### config.mk
export PLATFORM = sky130hd
export DESIGN_NAME = tlv5618_sched
export DESIGN_NICKNAME = d
export VERILOG_FILES = /design/src/rtl/tlv5618_pkg.sv /design/src/rtl/tlv5618_chan_arb.sv /design/src/rtl/tlv5618_sched.sv
export SDC_FILE = /design/constraint.sdc
export NUM_CORES = 1
export LEC_CHECK = 0
export CAP_MARGIN = 20
export CORE_MARGIN = 5
export CORE_UTILIZATION = 55
export DETAILED_ROUTE_END_ITERATION = 7
export MAX_ROUTING_LAYER = met4
export PLACE_DENSITY = 0.95
export SYNTH_ARGS = -nofsm -noshare
export SYNTH_HDL_FRONTEND = slang
export SYNTH_SLANG_ARGS = --single-unit
### constraint.sdc
create_clock -name clk_i -period 5.09 [get_ports clk_i]
set_clock_uncertainty 0.05 [all_clocks]
set_input_delay 1.2725 -clock clk_i [delete_from_list [all_inputs] [get_ports clk_i]]
set_output_delay 1.2725 -clock clk_i [all_outputs]
set_load 0.005 [all_outputs]
### src/rtl/tlv5618_pkg.sv
// Shared types and helpers for the TLV5618 DAC channel scheduler.
package tlv5618_pkg;

  typedef enum logic [2:0] {
    StIdle,
    StLoad,
    StWaitDone,
    StGap,
    StLoadA2
  } state_e;

  localparam logic [1:0] RC_A   = 2'b10;
  localparam logic [1:0] RC_B   = 2'b00;
  localparam logic [1:0] RC_BUF = 2'b01;

  // Control word layout: {R1, SPD, PWR, R0, code[11:0]}
  function automatic logic [15:0] pack_word(input logic [1:0] rc, input logic spd,
                                            input logic pwr, input logic [11:0] code);
    return {rc[1], spd, pwr, rc[0], code};
  endfunction

endpackage

### src/rtl/tlv5618_chan_arb.sv
// Two-way round-robin arbiter; the pointer moves to the other channel after each grant is used.
module tlv5618_chan_arb
  import tlv5618_pkg::*;
(
  input  logic clk_i,
  input  logic rst_i,
  input  logic pend_a_i,
  input  logic pend_b_i,
  input  logic advance_i,
  output logic grant_a_o,
  output logic grant_b_o
);

  logic ptr_b_q, ptr_b_d;

  always_comb begin
    grant_a_o = pend_a_i && (!pend_b_i || !ptr_b_q);
    grant_b_o = pend_b_i && (!pend_a_i || ptr_b_q);
    ptr_b_d   = ptr_b_q;
    if (advance_i && (grant_a_o || grant_b_o)) begin
      ptr_b_d = grant_a_o;
    end
  end

  always_ff @(posedge clk_i or posedge rst_i) begin
    if (rst_i) begin
      ptr_b_q <= 1'b0;
    end else begin
      ptr_b_q <= ptr_b_d;
    end
  end

endmodule

### src/rtl/tlv5618_sched.sv
// TLV5618 channel scheduler: queues A/B updates, builds control words, sequences the driver.
// Define DAC_SYNC_UPDATE_EN to issue simultaneous A/B updates as buffer-load B then latch A.
module tlv5618_sched
  import tlv5618_pkg::*;
#(
  parameter logic        FAST_MODE      = 1'b1,
  parameter int unsigned GAP_CYCLES     = 8,
  parameter int unsigned TIMEOUT_CYCLES = 1024
) (
  input  logic        clk_i,
  input  logic        rst_i,
  input  logic        req_a_i,
  input  logic [11:0] data_a_i,
  input  logic        req_b_i,
  input  logic [11:0] data_b_i,
  input  logic        pwr_dn_i,
  output logic        ack_a_o,
  output logic        ack_b_o,
  output logic        ovr_a_o,
  output logic        ovr_b_o,
  output logic        err_o,
  output logic        busy_o,
  output logic [15:0] dac_data_o,
  output logic        dac_start_o,
  input  logic        dac_done_i
);

  localparam int unsigned CntW = $clog2(TIMEOUT_CYCLES + 1);

  state_e          state_q, state_d;
  logic [CntW-1:0] cnt_q, cnt_d;
  logic            pend_a_q, pend_a_d, pend_b_q, pend_b_d;
  logic [11:0]     hold_a_q, hold_b_q;
  logic            infl_a_q, infl_a_d, infl_b_q, infl_b_d, sync1_q, sync1_d;
  logic            ack_a_q, ack_a_d, ack_b_q, ack_b_d;
  logic            ovr_a_q, ovr_a_d, ovr_b_q, ovr_b_d, err_q, err_d;
  logic [15:0]     dac_data_q, dac_data_d;
  logic            dac_start_q, dac_start_d;
  logic            grant_a, grant_b, advance;
  logic            clr_a, clr_b, rep_a, rep_b;

  tlv5618_chan_arb u_arb (
    .clk_i     (clk_i),
    .rst_i     (rst_i),
    .pend_a_i  (pend_a_q),
    .pend_b_i  (pend_b_q),
    .advance_i (advance),
    .grant_a_o (grant_a),
    .grant_b_o (grant_b)
  );

  always_comb begin
    state_d     = state_q;
    cnt_d       = cnt_q + 1'b1;
    infl_a_d    = infl_a_q;
    infl_b_d    = infl_b_q;
    sync1_d     = sync1_q;
    dac_data_d  = dac_data_q;
    dac_start_d = 1'b0;
    ack_a_d     = 1'b0;
    ack_b_d     = 1'b0;
    err_d       = err_q;
    clr_a       = 1'b0;
    clr_b       = 1'b0;
    rep_a       = 1'b0;
    rep_b       = 1'b0;
    advance     = 1'b0;
    case (state_q)
      StIdle: begin
        cnt_d = '0;
        if (pend_a_q || pend_b_q) state_d = StLoad;
      end
      StLoad: begin
        cnt_d       = '0;
        state_d     = StWaitDone;
        dac_start_d = 1'b1;
`ifdef DAC_SYNC_UPDATE_EN
        if (pend_a_q && pend_b_q) begin
          dac_data_d = pack_word(RC_BUF, FAST_MODE, pwr_dn_i, hold_b_q);
          clr_b      = 1'b1;
          sync1_d    = 1'b1;
          infl_a_d   = 1'b0;
          infl_b_d   = 1'b0;
        end else
`endif
        begin
          advance    = 1'b1;
          infl_a_d   = grant_a;
          infl_b_d   = grant_b;
          clr_a      = grant_a;
          clr_b      = grant_b;
          dac_data_d = grant_a ? pack_word(RC_A, FAST_MODE, pwr_dn_i, hold_a_q)
                               : pack_word(RC_B, FAST_MODE, pwr_dn_i, hold_b_q);
        end
      end
`ifdef DAC_SYNC_UPDATE_EN
      StLoadA2: begin
        cnt_d       = '0;
        state_d     = StWaitDone;
        dac_start_d = 1'b1;
        dac_data_d  = pack_word(RC_A, FAST_MODE, pwr_dn_i, hold_a_q);
        clr_a       = 1'b1;
        sync1_d     = 1'b0;
        infl_a_d    = 1'b1;
        infl_b_d    = 1'b1;
      end
`endif
      StWaitDone: begin
        if (dac_done_i) begin
          ack_a_d  = infl_a_q;
          ack_b_d  = infl_b_q;
          infl_a_d = 1'b0;
          infl_b_d = 1'b0;
          cnt_d    = '0;
          state_d  = StGap;
        end else if (cnt_q == CntW'(TIMEOUT_CYCLES - 1)) begin
          // Abort: put the unacknowledged value(s) back in the queue.
          err_d    = 1'b1;
          rep_a    = infl_a_q || sync1_q;
          rep_b    = infl_b_q || sync1_q;
          sync1_d  = 1'b0;
          infl_a_d = 1'b0;
          infl_b_d = 1'b0;
          cnt_d    = '0;
          state_d  = StGap;
        end
      end
      StGap: begin
        if (cnt_q == CntW'(GAP_CYCLES - 1)) begin
          cnt_d = '0;
          if (sync1_q)                    state_d = StLoadA2;
          else if (pend_a_q || pend_b_q) state_d = StLoad;
          else                           state_d = StIdle;
        end
      end
      default: begin
        cnt_d   = '0;
        state_d = StIdle;
      end
    endcase
  end

  // A new request always wins over a same-cycle clear, so the fresh value stays queued.
  always_comb begin
    pend_a_d = pend_a_q;
    pend_b_d = pend_b_q;
    ovr_a_d  = ovr_a_q;
    ovr_b_d  = ovr_b_q;
    if (clr_a) pend_a_d = 1'b0;
    if (clr_b) pend_b_d = 1'b0;
    if (rep_a) pend_a_d = 1'b1;
    if (rep_b) pend_b_d = 1'b1;
    if (req_a_i) begin
      pend_a_d = 1'b1;
      if (pend_a_q && !clr_a) ovr_a_d = 1'b1;
    end
    if (req_b_i) begin
      pend_b_d = 1'b1;
      if (pend_b_q && !clr_b) ovr_b_d = 1'b1;
    end
  end

  always_ff @(posedge clk_i or posedge rst_i) begin
    if (rst_i) begin
      state_q     <= StIdle;
      cnt_q       <= '0;
      pend_a_q    <= 1'b0;
      pend_b_q    <= 1'b0;
      hold_a_q    <= '0;
      hold_b_q    <= '0;
      infl_a_q    <= 1'b0;
      infl_b_q    <= 1'b0;
      sync1_q     <= 1'b0;
      ack_a_q     <= 1'b0;
      ack_b_q     <= 1'b0;
      ovr_a_q     <= 1'b0;
      ovr_b_q     <= 1'b0;
      err_q       <= 1'b0;
      dac_data_q  <= '0;
      dac_start_q <= 1'b0;
    end else begin
      state_q     <= state_d;
      cnt_q       <= cnt_d;
      pend_a_q    <= pend_a_d;
      pend_b_q    <= pend_b_d;
      if (req_a_i) hold_a_q <= data_a_i;
      if (req_b_i) hold_b_q <= data_b_i;
      infl_a_q    <= infl_a_d;
      infl_b_q    <= infl_b_d;
      sync1_q     <= sync1_d;
      ack_a_q     <= ack_a_d;
      ack_b_q     <= ack_b_d;
      ovr_a_q     <= ovr_a_d;
      ovr_b_q     <= ovr_b_d;
      err_q       <= err_d;
      dac_data_q  <= dac_data_d;
      dac_start_q <= dac_start_d;
    end
  end

  assign ack_a_o     = ack_a_q;
  assign ack_b_o     = ack_b_q;
  assign ovr_a_o     = ovr_a_q;
  assign ovr_b_o     = ovr_b_q;
  assign err_o       = err_q;
  assign busy_o      = (state_q != StIdle);
  assign dac_data_o  = dac_data_q;
  assign dac_start_o = dac_start_q;

endmodule

==> summary.txt, run 1 <==
Detailed routing
  • Drt drc: 0
  • WL per Instance: 16.0 um
  • Starting DRC count in detailed routing: 96
  • DRT Pass-1 Iters: 4
  • Antenna Nets Post-Route: 0
  • Drt total wl: ~5400 um
  • Vias per inst: roughly 5.3
  • Total number of vias: ~1,800

Synthesis
  • Synth top area share: around three fifths
  • Fraction of registers with async set/reset: 100%
  • Ys flop type: dfrtp_1
  • Register bit count reported by yosys: 63
  • Post-synthesis cell type count: between 40 and 50
  • Synthesized cell area: ~2700 um2
  • Number of synthesized flops with an enable pin: 0
  • Synth area leaders: dfrtp_1 59%, mux2_2 11%, mux2i_1 4.5%, nor2_1 3.2%, a21oi_1 2.6%
  • Post-synth top area cell: dfrtp_1
  • Synth Instances: 214
  • Ys Warns: 0
  • Syn_area_per_cell: roughly 12 um2
  • Syn Nets: 249
  • Register area share after synthesis: 59.1%

Worst setup path
  • CP startpoint kind: flop
  • CP Capture Type: primary output
  • Worst R2R Path Depth: 6
  • Reg2reg end: state_q[1]$_DFFE_PP0P_
  • CP max FO: 4
  • Worst Path Arrival: 1620 ps
  • Critical path type: reg2out
  • RR Startpoint: state_q[0]$_DFFE_PP0P_
  • Worst path required time: ~3800 ps
  • Reg2reg setup slack: approximately 3200 ps

Clocking
  • Clk_lat worst skew: 330 ps
  • CTS tree: yes
  • CTS Buf Count: 9
  • Post-CTS Setup Bufs: 0
  • Cts repair resizes: 0
  • H-tree depth: 3
  • Root buffer cell: clkbuf_8
  • Clk sinks: 63
  • Clock slew at reported path FFs: 70 ps
  • Hold Buf Count CTS: 0
  • CTS max path bufs: 2

Timing
  • RSZ-0062 raised after global routing: no
  • Fmax: ~340 MHz
  • Slew @ Worst Pin: 769 ps
  • Slew headroom: between 40 and 50%
  • Slew Viols, Final: 0
  • Final number of hold-violating endpoints: 0
  • Period Utilization, post-route: between 50% and 60%
  • Final setup fails: 0
  • Total negative slack: 0 ps
  • Crit path time final: between 2000 and 3000 ps

Cells and area
  • Antenna fix cells: 0
  • Proportion of layout cells with a drive suffix above 1: between 10% and 20%
  • Fin util: approximately 73%
  • Total Nets Final: about 300
  • Synthesis-to-finish area growth: 28.4%
  • Commonest non-fill, non-tap cell in the layout: dfrtp_1
  • Commonest cells after routing, fill and taps aside: 63 x dfrtp_1, 51 x clkdlybuf4s50_1, 25 x mux2_2

GRT
  • First-pass GRT wire length: ~9000 um
  • Total global routing overflow: 0
  • Vias in the first global route: 1,925
  • Gr usage total: between 10% and 20%
  • Largest net degree at the start of global routing: 35
  • Initial antenna violation count: 0

Worst hold path
  • Hold Startpoint: cnt_q[0]$_DFF_PP0_
  • Worst hold path type: reg2reg
  • Min-Delay Endpoint: cnt_q[0]$_DFF_PP0_
  • Worst hold stages: 1

Floorplan
  • Initial Util: 56.5%
  • I/O pin count: between 50 and 60
  • DIE AREA: 6350 um2
  • DIE WIDTH: between 70 and 80 um
  • Core Box Area: ~4700 um2
  • Die Span Y: approximately 80 um
  • Row cnt: 25

Power and ir drop
  • Pwr dens: 493 nW/um2
  • Leakage: between 1 and 1.5 nW
  • Worst vdd ir: about 0.00033 V

Place
  • GPL Wtd Cong: approximately 0.80
  • Port Buffers: 51
  • DP HPWL: about 3800 um

Job
  • Max Cap Viol: 0

Run status
  • Status: completed
cells by family after synthesis:
kind of cell,share of synthesized area [%]
other,0.141
buffers and inverters,2.39
adders and majority gates,2.34
DFF,59.1
and+or+nand+nor,10.2
xor gates and xnor gates,2.63
AOI/OAI and AO/OA,7.74
muxes,15.5
state kept, by name, indices dropped and copies added (netlist names):
| name | flops |
|---|---|
| infl_a_q | 1 |
| u_arb.ptr_b_q | 1 |
| pend_b_q | 1 |
| err_o | 1 |
| dac_start_o | 1 |
| state_q | 2 |
| ack_b_o | 1 |
| cnt_q | 11 |
| hold_a_q | 12 |
| infl_b_q | 1 |
| dac_data_o | 15 |
| ovr_b_o | 1 |
| ack_a_o | 1 |
| hold_b_q | 12 |
| ovr_a_o | 1 |
| pend_a_q | 1 |
power breakdown:
| group | switching (mW) | internal [mW] |
|---|---|---|
| Sequential | 0.0810 | 0.617 |
| Clock | 0.192 | 0.224 |
| Combinational | 0.273 | 0.301 |
how the worst max path moves through the flow:
stage	startpoint	end	slack, ps	cells past startpoint
final	state_q[0]$_DFFE_PP0P_	busy_o	2140	4
after global routing	state_q[0]$_DFFE_PP0P_	busy_o	2090	4
after CTS	state_q[0]$_DFFE_PP0P_	busy_o	2130	4
after detailed placement	dac_done_i	state_q[1]$_DFFE_PP0P_	2250	5
after global placement	req_b_i	hold_b_q[5]$_DFFE_PP0P_	2290	2
after floorplan	rst_i	ack_a_o$_DFF_PP0_	2200	1
worst max-delay path, stage by stage, from the launching register on:
cell,delay (ps)
dfrtp_1,410
inv_1,80
ha_1,250
inv_1,60
clkdlybuf4s50_1,490
stage by stage:
| stage | cell area (um2) | hold slack, ps | setup WS [ps] | cells | power (mW) |
|---|---|---|---|---|---|
| 2_1_floorplan | 2670 | 374 | 2200 | 214 | 1.03 |
| 3_3_place_gp | 3240 | 384 | 2290 | 325 | 1.25 |
| 3_5_place_dp | 3240 | 402 | 2250 | 325 | 1.28 |
| 4_1_cts | 3430 | 415 | 2130 | 341 | 1.70 |
| 5_1_grt | 3430 | 433 | 2090 | 341 | 1.79 |
| 6_report | 3430 | 412 | 2140 | 341 | 1.69 |
routing by layer:
| layer | share of wire [%] | GRT usage (%) | vias up | routed length, um |
|---|---|---|---|---|
| li1 | - | - | 852 | - |
| met1 | 43 | 22.7 | 882 | 2330 |
| met2 | 50 | 31.4 | 56 | 2700 |
| met3 | 4.9 | 4.51 | 16 | 264 |
| met4 | 2.7 | 10.3 | 0 | 148 |
| met5 | 0 | - | - | 0 |
final cells by class:
| type | instances | area [um2] |
|---|---|---|
| Clock buffer | 10 | 128 |
| Inverter | 6 | 22.5 |
| Tap cell | 67 | 83.8 |
| Clock inverter | 6 | 61.3 |
| Sequential cell | 63 | 1580 |
| Timing Repair Buffer | 53 | 526 |
| Fill cell | 323 | 1300 |
| Multi-Input combinational cell | 136 | 1030 |
cells in the mapped netlist, types with 2 or more instances:
cell,n
dfrtp_1,63
mux2_2,25
nor2_1,23
a21oi_1,14
mux2i_1,12
clkbuf_1,7
inv_1,6
nand2_1,6
xor2_1,6
ha_1,5
a31oi_1,3
and3_1,3
nand4_1,3
nor2b_1,3
a21o_1,2
buf_4,2
nand2b_1,2
nand3_1,2
nor4_1,2
o21ai_0,2
or2_2,2
xnor2_1,2
Power figures use the tool's default switching activity.
==> inputs of run 2 (changes only) <==
--- a/config.mk
+++ b/config.mk
@@ -7,10 +7,10 @@
 export LEC_CHECK = 0
 export CAP_MARGIN = 20
 export CORE_MARGIN = 5
-export CORE_UTILIZATION = 55
+export CORE_UTILIZATION = 46
 export DETAILED_ROUTE_END_ITERATION = 7
 export MAX_ROUTING_LAYER = met4
-export PLACE_DENSITY = 0.95
+export PLACE_DENSITY = 0.86
 export SYNTH_ARGS = -nofsm -noshare
 export SYNTH_HDL_FRONTEND = slang
 export SYNTH_SLANG_ARGS = --single-unit
==> constraint.sdc (replaced) <==
create_clock -name clk_i -period 2.4 [get_ports clk_i]
set_clock_uncertainty 0.05 [all_clocks]
set_input_delay 0.6 -clock clk_i [delete_from_list [all_inputs] [get_ports clk_i]]
set_output_delay 0.6 -clock clk_i [all_outputs]
set_load 0.005 [all_outputs]
==> summary.txt, run 2 (same netlist as run 1, synthesis figures left out) <==
Run status
  • Status: completed

Floorplan
  • Row cnt: 27 (+8.0%)
  • Core Box Area: 5570 um2 (+18%)
  • Die Span Y: 86.2 um (+8.2%)
  • DIE WIDTH: 86.2 um (+8.2%)
  • DIE AREA: 7430 um2 (+17%)
  • Initial Util: 47.9% (-8.6 points)
  • I/O pin count: 53 (unchanged)

Place
  • Port Buffers: 51 (unchanged)
  • GPL Wtd Cong: 0.836 (+4.6%)
  • Placed inst area: 3290 um2 (+1.7%)
  • DP HPWL: 3690 um (-2.7%)

Worst setup path
  • Worst Path Arrival: 1600 ps (-20 ps)
  • CP Capture Type: primary output
  • Slowest CP cell: clkdlybuf4s50_1
  • CP max stage delay: 490 ps (about the same)
  • Cell Chain, Critical Path: inv_1, ha_1, inv_1, clkdlybuf4s50_1
  • Worst path required time: 1750 ps (-2020 ps)
  • Critical path type: reg2out
  • CP max FO: 4 (unchanged)
  • CP most frequent cell: inv_1
  • CP startpoint kind: flop
  • Reg2reg setup slack: 480 ps (-2670 ps)

Power and ir drop
  • Net Sw Frac: 31.8% (-0.54 points)
  • Clock share of power: 25.0% (+0.4 points)
  • Leakage: 1.51 nW (+1.3%)
  • Pwr dens: 1030 nW/um2 (+110%)
  • Comb power frac: 34.1% (about the same)
  • Worst vdd ir: 0.000526 V (+58%)
  • P_int: 2.44 mW (+110%)
  • Reg power frac: 41.0% (-0.3 points)
  • Sw Pwr: 1.14 mW (+110%)

Cells and area
  • Commonest cells after routing, fill and taps aside: 63 x dfrtp_1, 51 x clkdlybuf4s50_1, 25 x mux2_2
  • Fin util: 62.6% (-9.9 points)
  • Commonest non-fill, non-tap cell in the layout: dfrtp_1
  • Max FFs per register: 15 (unchanged)
  • Synthesis-to-finish area growth: 30.8%
  • Final Cell Area: 3490 um2 (+1.9%)
  • Antenna fix cells: 0 (unchanged)
  • Proportion of layout cells with a drive suffix above 1: 21.5% (+1.8 points)
  • Total Nets Final: 309 (+1.6%)

Timing
  • RSZ-0062 raised after global routing: no
  • Slew Viols, Final: 0 (unchanged)
  • Final setup fails: 0 (unchanged)
  • Crit path time final: ~2300 ps
  • Slew @ Worst Pin: 501 ps (-268 ps)
  • Period Utilization, post-route: a little over nine tenths
  • Hold_ws: 412 ps (+0.247 ps)
  • Slew headroom: 66.6% (+18 points)
  • Fmax: 444 MHz
  • Final number of hold-violating endpoints: 0 (unchanged)
  • Total negative slack: 0 ps (unchanged)

Detailed routing
  • Drt drc: 0 (unchanged)
  • Drt total wl: 5160 um (-5.1%)
  • Antenna Nets Post-Route: 0 (unchanged)
  • Starting DRC count in detailed routing: 75 (-22%)
  • Total number of vias: 1,807 (+0.055%)
  • Vias per inst: 5.15 (-2.8%)
  • DRT Pass-1 Iters: 7 (+3)
  • WL per Instance: 14.7 um (-7.8%)

GRT
  • Total global routing overflow: 0 (unchanged)
  • Gr usage total: 16.2% (-3.3 points)
  • Largest net degree at the start of global routing: 29 (-17%)
  • Initial antenna violation count: 0 (unchanged)
  • Vias in the first global route: 1,881 (-2.3%)
  • First-pass GRT wire length: 8980 um (-0.92%)

Worst hold path
  • Worst hold path type: reg2reg

Clocking
  • CTS tree: yes
  • Hold Buf Count CTS: 0 (unchanged)
  • CTS max path bufs: 2 (unchanged)
  • Post-CTS Setup Bufs: 0 (unchanged)
  • H-tree depth: 3 (unchanged)
  • Root buffer cell: clkbuf_8
  • Clk sinks: 63 (unchanged)
  • CTS Buf Count: 9 (unchanged)
  • Cts repair resizes: 0 (unchanged)
  • Clk_lat worst skew: 340 ps (about the same)
  • Clock slew at reported path FFs: 70 ps (about the same)

Job
  • Max Cap Viol: 0 (unchanged)
-- run 2: cell types whose count changed in the layout (fill, tap and decap cells not counted), sizes merged --
cell | previous run | this run
buf | 2 | 7
clkinvlp | 1 | 4
clkinv | 4 | 2
clkbuf | 10 | 9
-- run 2: cell type report --
| class | count | area [um2] |
|---|---|---|
| clock inverters | 7 | 73.8 |
| multi-input cells | 136 | 1030 |
| fillers | 454 | 2080 |
| flip-flops and latches | 63 | 1580 |
| clock buffers | 9 | 124 |
| well taps | 72 | 90.1 |
| inverters | 6 | 22.5 |
| repair buffers | 58 | 576 |
-- run 2: worst paths after layout --
| kind | depth (start not counted) | end | from |
|---|---|---|---|
| max in group asynchronous | 3 | cnt_q[8]$_DFF_PP0_ | rst_i |
| hold reg to reg | 1 | cnt_q[0]$_DFF_PP0_ | cnt_q[0]$_DFF_PP0_ |
| setup reg to reg | 6 | state_q[1]$_DFFE_PP0P_ | state_q[0]$_DFFE_PP0P_ |
| min in group asynchronous | 2 | hold_a_q[10]$_DFFE_PP0P_ | rst_i |
| setup / recovery | 4 | busy_o | state_q[0]$_DFFE_PP0P_ |
| hold / removal | 1 | cnt_q[0]$_DFF_PP0_ | cnt_q[0]$_DFF_PP0_ |
-- run 2: per-layer routing --
metal	vias up	GRT usage, %	wire [um]
li1	867	-	-
met1	887	20.1	2300
met2	48	24.2	2490
met3	5	6.65	330
met4	0	4.82	40
met5	-	-	0
-- run 2: critical path, delay by kind of cell (launching register included) --
kind	cells	cell delay, ps
fa+ha+maj	1	240
flops	1	400
buf+inv	3	640
-- run 2: metrics by stage --
| step | power (mW) | std cells | worst slack [ps] |
|---|---|---|---|
| after global routing | 3.85 | 351 | 31.4 |
| after floorplan | 2.19 | 214 | 180 |
| after CTS | 3.63 | 351 | 117 |
| after global placement | 2.68 | 335 | 253 |
| final | 3.58 | 351 | 148 |
| after detailed placement | 2.72 | 335 | 220 |
-- run 2: power by group through the flow --
stage | clock (mW) | combinational, mW | sequential, mW
5_1_grt | 0.974 | 1.37 | 1.50
3_5_place_dp | 0 | 1.24 | 1.48
4_1_cts | 0.919 | 1.24 | 1.47
2_1_floorplan | 0 | 0.732 | 1.46
3_3_place_gp | 0 | 1.20 | 1.48
6_report | 0.893 | 1.22 | 1.47
==> inputs of run 3 (changes only) <==
--- a/config.mk
+++ b/config.mk
@@ -6,7 +6,6 @@
 export NUM_CORES = 1
 export LEC_CHECK = 0
 export CAP_MARGIN = 20
-export CORE_MARGIN = 5
 export CORE_UTILIZATION = 46
 export DETAILED_ROUTE_END_ITERATION = 7
 export MAX_ROUTING_LAYER = met4
==> summary.txt, run 3 (same netlist as run 1, synthesis figures left out) <==
Clocking
  • Clk sinks: 63 (unchanged)
  • CTS max path bufs: 2 (unchanged)
  • Cts repair resizes: 0 (unchanged)
  • Root buffer cell: clkbuf_8
  • CTS Buf Count: 9 (unchanged)
  • H-tree depth: 3 (unchanged)
  • Clk_lat worst skew: 340 ps (about the same)
  • Clock slew at reported path FFs: 70 ps (about the same)
  • Hold Buf Count CTS: 0 (unchanged)
  • Post-CTS Setup Bufs: 0 (unchanged)
  • CTS tree: yes

Cells and area
  • Max FFs per register: 15 (unchanged)
  • Antenna fix cells: 0 (unchanged)
  • Commonest cells after routing, fill and taps aside: 63 x dfrtp_1, 51 x clkdlybuf4s50_1, 25 x mux2_2
  • Commonest non-fill, non-tap cell in the layout: dfrtp_1
  • Proportion of layout cells with a drive suffix above 1: 21.8% (+0.28 points)
  • Synthesis-to-finish area growth: 32.0%
  • Filler cells: 446 (-1.8%)
  • Total Nets Final: 310 (+0.32%)
  • Finished Layout Cells: 352 (+0.28%)

Worst setup path
  • CP startpoint kind: flop
  • Worst R2R Path Depth: 6 (unchanged)
  • Reg2reg setup slack: 470 ps (about the same)
  • Reg2reg end: state_q[1]$_DFFE_PP0P_
  • Worst Path Arrival: 1610 ps (about the same)
  • CP Capture Type: primary output
  • Critical path type: reg2out
  • Worst path required time: 1750 ps (about the same)
  • CP max FO: 4 (unchanged)
  • CP most frequent cell: inv_1
  • RR Startpoint: state_q[0]$_DFFE_PP0P_
  • CP max stage delay: 480 ps (about the same)
  • Slowest CP cell: clkdlybuf4s50_1
  • Cell Chain, Critical Path: inv_1, ha_1, inv_1, clkdlybuf4s50_1

Place
  • Inst Count DP: 336 (+0.30%)
  • Port Buffers: 51 (unchanged)
  • GPL Wtd Cong: 0.759 (-9.3%)
  • DP HPWL: 3590 um (-2.6%)

Timing
  • Total negative slack: 0 ps (unchanged)
  • Final number of hold-violating endpoints: 0 (unchanged)
  • Fmax: 442 MHz (-0.38%)
  • RSZ-0062 raised after global routing: no
  • Period Utilization, post-route: 94.2% (+0.36 points)
  • Slew Viols, Final: 0 (unchanged)
  • Final setup fails: 0 (unchanged)
  • Crit path time final: 2260 ps (+8.69 ps)

GRT
  • Vias in the first global route: 1,940 (+3.1%)
  • First-pass GRT wire length: 9000 um (+0.16%)
  • Gr usage total: 20.0% (+3.9 points)
  • Initial antenna violation count: 0 (unchanged)
  • Largest net degree at the start of global routing: 25 (-14%)
  • Total global routing overflow: 0 (unchanged)

Detailed routing
  • Drt total wl: 5360 um (+3.9%)
  • Antenna Nets Post-Route: 0 (unchanged)
  • Total number of vias: 1,852 (+2.5%)
  • Starting DRC count in detailed routing: 97 (+29%)
  • Drt drc: 0 (unchanged)
  • Vias per inst: 5.26 (+2.2%)
  • WL per Instance: 15.2 um (+3.6%)
  • DRT Pass-1 Iters: 4 (-3)

Floorplan
  • I/O pin count: 53 (unchanged)
  • DIE WIDTH: 78.2 um (-9.3%)
  • DIE AREA: 6110 um2 (-18%)
  • Row cnt: 27 (unchanged)
  • Die Span Y: 78.2 um (-9.3%)
  • Initial Util: 48.2% (+0.29 points)
  • Core Box Area: 5540 um2 (-0.61%)

Worst hold path
  • Worst hold path type: reg2reg
  • Min-Delay Endpoint: dac_data_o[14]$_DFFE_PP0P_
  • Hold Startpoint: dac_data_o[14]$_DFFE_PP0P_
  • Worst hold stages: 1 (unchanged)

Power and ir drop
  • Worst vdd ir: 0.000604 V (+15%)
  • Net Sw Frac: 31.5% (-0.26 points)
  • Reg power frac: 39.4% (-1.6 points)
  • Comb power frac: 33.4% (-0.7 points)
  • P_int: 2.56 mW (+4.8%)
  • Leakage: 1.54 nW (+1.5%)
  • Clock share of power: 27.2% (+2.2 points)
  • Sw Pwr: 1.18 mW (+3.5%)
  • Pwr dens: 1060 nW/um2 (+3.4%)

Run status
  • Status: completed

Job
  • Max Cap Viol: 0 (unchanged)
-- run 3: worst max-delay path by stage --
stage	start	endpoint	slack (ps)	cells past startpoint
5_1_grt	state_q[0]$_DFFE_PP0P_	busy_o	50	4
2_1_floorplan	rst_i	ack_a_o$_DFF_PP0_	180	1
3_3_place_gp	dac_done_i	state_q[1]$_DFFE_PP0P_	240	5
4_1_cts	state_q[0]$_DFFE_PP0P_	busy_o	130	4
6_report	state_q[0]$_DFFE_PP0P_	busy_o	140	4
3_5_place_dp	dac_done_i	state_q[1]$_DFFE_PP0P_	200	5
-- run 3: worst max-delay path, delay by kind of cell (launching register included) --
kind,cells,cell delay [ps]
buffers and inverters,3,620
flip-flops,1,400
adder cells (fa/ha/maj),1,240
-- run 3: cell type report --
type / instances / area (um2) / share of cell area, %
Tap cell: 72 / 90.1 / 2.56
Multi-Input combinational cell: 136 / 1030 / 29.2
Clock inverter: 7 / 97.6 / 2.77
Sequential cell: 63 / 1580 / 44.8
Inverter: 6 / 22.5 / 0.639
Timing Repair Buffer: 59 / 583 / 16.6
Clock buffer: 9 / 124 / 3.52
-- run 3: metal layers --
metal / vias up / share of wire, % / global-route usage (%) / wire [um]
li1: 869 / - / - / -
met1: 924 / 44 / 24.5 / 2380
met2: 48 / 49 / 31.3 / 2620
met3: 11 / 4.3 / 3.84 / 233
met4: 0 / 2.5 / 11.3 / 133
met5: - / 0 / - / 0
-- run 3: stage by stage --
step           hold slack [ps]  setup WS [ps]  area, um2  total power, mW  utilization, %
2_1_floorplan              374            180       2670             2.19               -
4_1_cts                    426            126       3520             3.77            63.6
3_3_place_gp               398            241       3300             2.68            59.6
6_report                   419            139       3520             3.74            63.6
5_1_grt                    445           52.6       3520             3.97            63.6
3_5_place_dp               409            196       3300             2.73            59.6
-- run 3: power by group through the flow --
stage	logic, mW	clock network [mW]	registers, mW
6_report	1.25	1.02	1.47
3_5_place_dp	1.25	0	1.48
2_1_floorplan	0.732	0	1.46
5_1_grt	1.38	1.08	1.50
4_1_cts	1.27	1.03	1.47
3_3_place_gp	1.20	0	1.48
